[src/rtl/uart_pkt_pkg.sv]
// Shared types and checksum for the UART TX packetizer and its bench model.
package uart_pkt_pkg;

  typedef enum logic [2:0] {
    IDLE,
    SYNC,
    ID,
    LEN,
    PAYLOAD,
    CSUM
  } pkt_state_t;

  localparam logic [7:0] SYNC_BYTE_DEF = 8'hAA;

  // Widest payload pkt_csum can see; callers zero-extend narrower payload buses.
  localparam int PKT_MAX_BYTES = 16;

  function automatic logic [7:0] pkt_csum(input logic [7:0] id,
                                          input logic [7:0] len,
                                          input logic [8*PKT_MAX_BYTES-1:0] payload);
    logic [7:0] c;
    c = id ^ len;
    for (int i = 0; i < PKT_MAX_BYTES; i++) begin
      if (8'(i) < len) c = c ^ payload[8*i +: 8];
    end
    return c;
  endfunction

endpackage

[src/rtl/uart_tx_packetizer.sv]
// Frames one message as SYNC,ID,LEN,PAYLOAD,CSUM onto a byte valid/ready stream.
// Latency: SYNC valid one cycle after capture; each byte holds until byte_ready; msg_ready only in IDLE.
module uart_tx_packetizer
  import uart_pkt_pkg::*;
#(
  parameter int         MAX_PAYLOAD = 4,
  parameter logic [7:0] SYNC_BYTE   = SYNC_BYTE_DEF,
  localparam int        LEN_W       = $clog2(MAX_PAYLOAD + 1)
) (
  input  logic                     clk,
  input  logic                     rst,
  input  logic                     msg_valid,
  output logic                     msg_ready,
  input  logic [7:0]               msg_id,
  input  logic [LEN_W-1:0]         msg_len,
  input  logic [8*MAX_PAYLOAD-1:0] msg_payload,
  output logic [7:0]               byte_data,
  output logic                     byte_valid,
  input  logic                     byte_ready,
  output logic                     frame_done,
  output logic                     len_err,
  output logic [15:0]              frames_sent
);

  localparam logic [LEN_W-1:0] MAX_LEN = LEN_W'(MAX_PAYLOAD);

  pkt_state_t                   state_q, state_d;
  logic [7:0]                   id_q, csum_q;
  logic [LEN_W-1:0]             len_q, idx_q, idx_d, len_in;
  logic [MAX_PAYLOAD-1:0][7:0]  pay_q;
  logic [8*PKT_MAX_BYTES-1:0]   pay_ext;
  logic [7:0]                   data_d, pay_byte;
  logic                         done_d, capture, accept;
  logic [15:0]                  frames_q;

  assign msg_ready   = (state_q == IDLE);
  assign capture     = msg_valid && msg_ready;
  assign accept      = byte_valid && byte_ready;
  assign len_in      = (msg_len > MAX_LEN) ? MAX_LEN : msg_len;
  assign frames_sent = frames_q;

  always_comb begin
    pay_ext = '0;
    pay_ext[8*MAX_PAYLOAD-1:0] = msg_payload;
  end

  always_comb begin
    state_d = state_q;
    idx_d   = idx_q;
    done_d  = 1'b0;
    case (state_q)
      IDLE:    if (capture) begin
                 state_d = SYNC;
                 idx_d   = '0;
               end
      SYNC:    if (accept) state_d = ID;
      ID:      if (accept) state_d = LEN;
      LEN:     if (accept) state_d = (len_q == '0) ? CSUM : PAYLOAD;
      PAYLOAD: if (accept) begin
                 if (idx_q + LEN_W'(1) == len_q) state_d = CSUM;
                 else                             idx_d   = idx_q + LEN_W'(1);
               end
      CSUM:    if (accept) begin
                 state_d = IDLE;
                 done_d  = 1'b1;
               end
      default: state_d = IDLE;
    endcase
  end

  // Output byte is chosen from the next state so byte_data/byte_valid can be registered.
  always_comb begin
    pay_byte = 8'h00;
    for (int i = 0; i < MAX_PAYLOAD; i++) begin
      if (idx_d == LEN_W'(i)) pay_byte = pay_q[i];
    end
    case (state_d)
      SYNC:    data_d = SYNC_BYTE;
      ID:      data_d = id_q;
      LEN:     data_d = 8'(len_q);
      PAYLOAD: data_d = pay_byte;
      CSUM:    data_d = csum_q;
      default: data_d = 8'h00;
    endcase
  end

  always_ff @(posedge clk or posedge rst) begin
    if (rst) begin
      state_q    <= IDLE;
      idx_q      <= '0;
      id_q       <= '0;
      len_q      <= '0;
      pay_q      <= '0;
      csum_q     <= '0;
      byte_valid <= 1'b0;
      byte_data  <= 8'h00;
      frame_done <= 1'b0;
      len_err    <= 1'b0;
      frames_q   <= '0;
    end else begin
      state_q    <= state_d;
      idx_q      <= idx_d;
      byte_valid <= (state_d != IDLE);
      byte_data  <= data_d;
      frame_done <= done_d;
      len_err    <= capture && (msg_len > MAX_LEN);
      if (done_d) frames_q <= frames_q + 16'd1;
      if (capture) begin
        id_q   <= msg_id;
        len_q  <= len_in;
        pay_q  <= msg_payload;
        csum_q <= pkt_csum(msg_id, 8'(len_in), pay_ext);
      end
    end
  end

endmodule

[config.mk]
export PLATFORM = sky130hd
export DESIGN_NAME = uart_tx_packetizer
export DESIGN_NICKNAME = d
export VERILOG_FILES = /design/src/rtl/uart_pkt_pkg.sv /design/src/rtl/uart_tx_packetizer.sv
export SDC_FILE = /design/constraint.sdc
export NUM_CORES = 1
export LEC_CHECK = 0
export ABC_AREA = 1
export CAP_MARGIN = 20
export CORE_MARGIN = 2
export CORE_UTILIZATION = 50
export CTS_BUF_LIST = sky130_fd_sc_hd__clkbuf_4
export DETAILED_ROUTE_END_ITERATION = 6
export HOLD_SLACK_MARGIN = 0.12
export PLACE_DENSITY = 0.79
export SYNTH_ARGS = -nofsm -noshare
export SYNTH_HDL_FRONTEND = slang
export SYNTH_SLANG_ARGS = --single-unit
[constraint.sdc]
create_clock -name clk -period 2.45 [get_ports clk]
set_clock_uncertainty 0.05 [all_clocks]
set_input_delay 0.3675 -clock clk [delete_from_list [all_inputs] [get_ports clk]]
set_output_delay 0.3675 -clock clk [all_outputs]
set_load 0.03 [all_outputs]
==> results.md <==
* Status: finished clean
* IO Pins at 75
* Core Box Area at between 8000 and 9000 um2
* CTS Buffer Depth at 2
* CP max FO at 10
* Number of buffers created by CTS at 9
* PwrDens at 990 nW/um2
* Iteration-0 DRC Markers at 237
* Grt total ovfl at 0
* Std cell rows at 34
* Pin count of the biggest net entering global routing at 51
* Period utilisation layout at 0.937
* Count of cell types in the netlist at 30
* Die Wd at just under 100 um
* Final number of hold-violating endpoints at 0
* Peak Freq at 0.436 GHz
* Sequential cell area fraction in the yosys report at 0.476
* Vias per cell at 5.15
* Final-stage net count at 698
* Met3 Use GR at 0.0472
* Main synth FF type: dfrtp_1
* MaxCap Viol Count at 0
* Syn avg cell area at approximately 8 um2
* Worst vdd ir at between 0.4 and 0.5 mV
* Period minus WS final at between 2000 and 2500 ps
* Kind of critical path: reg2reg
* # port buffers at between 70 and 80
* Die Y at 98.0 um
* Setup violations, final at 0
* Worst-path clk slew at 130 ps
* Actual slew at the worst max-slew pin at about 480 ps
* Post-DP HPWL at slightly above 8000 um
* Total die area at 9610 um2
* Vias in the first global route at approximately 3700
* RSZ-0062 raised after global routing: false
* Drt pass-1 iters at 5
* Initial antenna violation count at 0
* Final ANT Viol Nets at 0
* Initial Utilization at 0.512
* WL final at 10700 um
* Global routing's busiest layer: met2
* First-pass GRT wire length at 17900 um
* P_leak at 2.81 nW
* Synth Warn # at 0
* Placer Congestion at 1.02
* Arr. time, crit path at 2560 ps
* Slew Limit Headroom at 0.680
* DRC Markers at 0
* Post-synth ARST share at 1.00
* Crit end category: register
* Synth Instances at ~560
* Post-layout util at 0.646
* Max-slew violations at 0
* CTS Hold Bufs at 0
* Vias after detailed routing at slightly below 4000
* Drt wl/cell at 14.1 um
* Commonest non-fill, non-tap cell in the layout: nand2_1
* CTS tree: yes
* Global Route Usage Sum at 0.234
* Synth Net Count at 607
* Post-synth top area cell: dfrtp_1
* # H-tree levels at 3
* Fraction of layout cells with a size suffix above 1 at 0.109
* Area Growth Syn to Fin at 26.2%
* Critical Path, Cell by Cell: ha_4 > inv_1 > nand2_1 > nand2_1 > nor2_2 > nand2_2 > nand2_2 > nand2_1 > nand2_2 > nand2_4 > inv_2 > nand2_1 > nor2_1 > nor2_1 > nand2_1 > nand3_1
* Post-Syn Area at 4420 um2
* Worst setup SP type: register
* M1 GR Usage at 0.330
* Post-synth EDFFs at 0
* Hold crit path type: in2async
* Met2 Use GR at 0.367
* Req. time, crit path at 2720 ps
* Max incr delay on CP at 470 ps
* Final TNS setup at 0 ps
* Top-area cell type share of the netlist area at 0.476
* CP max-delay cell: dfrtp_1
* CTS Root Cell: clkbuf_4
* N_diodes at 0
* CTS sink count at 84
* Register bit count reported by yosys at 84
* Synth top area cells: dfrtp_1, nand2_1, xor2_1
* Most used cell, CP: nand2_1
* Worst skew pair latency at 440 ps
* Most frequent cells in the layout: nand2_1, dfrtp_1, clkdlybuf4s50_1, inv_1
## state kept, by name (all words and copies together), names as in the netlist, 3 cells and up
register and cells:
id_q 8, pay_q 32, len_q 3, idx_q 3
csum_q 8, frames_sent 16, byte_data 8, state_q 3
## area by class of cell
cell class | count | area, um2
fill | 713 | 3060
inverter | 58 | 223
timing repair buffer | 91 | 893
clock buffer | 10 | 75.1
clock inverter | 5 | 77.6
multi-input combinational | 405 | 2070
tap | 108 | 135
sequential | 84 | 2100
## metal layers
| layer | share of wire | vias to the layer above |
|---|---|---|
| met4 | 0.016 | 0 |
| met3 | 0.076 | 15 |
| met2 | 0.46 | 147 |
| met5 | 0 | - |
| li1 | - | 1909 |
| met1 | 0.45 | 1845 |
## per-stage QoR
step / power (mW) / hold slack, ps / area, um2 / cells / worst slack, ps
CTS: 5.51 / 230 / 5550 / 760 / 109
finish: 5.52 / 234 / 5580 / 761 / 155
floorplan: 3.80 / 391 / 4420 / 558 / 463
global route: 5.96 / 239 / 5580 / 761 / 38.6
detailed placement: 4.62 / 423 / 5400 / 745 / 30.4
global placement: 4.56 / 417 / 5400 / 745 / 62.3
## timing repair
action | in CTS | in global routing
endpoints found under the setup margin | 0 | 8
resized for setup | 0 | 2
setup buffers | 0 | 1
## worst max-delay path, delay by kind of cell, from the launching register on
| kind | cells | cell delay [ps] |
|---|---|---|
| adders and majority gates | 1 | 310 |
| and+or+nand+nor | 13 | 1130 |
| buffers and inverters | 2 | 210 |
| DFF | 1 | 470 |
## path summary, 6_finish.rpt
kind                                           to  cells past startpoint  slack, ps                  start
max in group asynchronous   pay_q[16]$_DFFE_PP0P_                      3       1560                    rst
max reg2reg                byte_data[7]$_DFF_PP0_                     16        160     idx_q[0]$_DFF_PP0_
min                         csum_q[6]$_DFFE_PP0P_                      2        230                    rst
min reg2reg                 csum_q[5]$_DFFE_PP0P_                      2        450  csum_q[5]$_DFFE_PP0P_
min in group clk             pay_q[4]$_DFFE_PP0P_                      3        440         msg_payload[4]
max                        byte_data[7]$_DFF_PP0_                     16        160     idx_q[0]$_DFF_PP0_
## cells by family (layout without fill, tap and decap cells)
family                   Yosys count  after routing  share of synthesized area
AND/OR/NAND/NOR                  314            314                      0.317
flip-flops                        84             84                      0.476
buffers and inverters             69            164                     0.0595
XOR/XNOR                          46             46                     0.0912
AO/OA/AOI/OAI                     43             43                     0.0512
adder cells (fa/ha/maj)            2              2                    0.00566
## synth_stat cells, types with 2 or more instances
cell type and instances:
a21oi_1 2, a41oi_1 2, buf_1 2, buf_2 2, clkbuf_1 7, dfrtp_1 84
ha_1 2, inv_1 49, inv_2 8, nand2_1 222, nand2_2 7, nand2_4 3
nand3_1 27, nand3_2 2, nand3_4 2, nand4_1 5, nor2_1 30, nor2_2 5
nor2_4 5, o21ai_0 38, xnor2_1 8, xor2_1 38
## where the power goes
group          switching (mW)  internal (mW)  leakage (nW)
Sequential              0.358           1.89          1.05
Clock                   0.464          0.417        0.0839
Combinational            1.48          0.906          1.68
Total                    2.30           3.22          2.81
No activity file was read; power rests on OpenSTA's default activity.
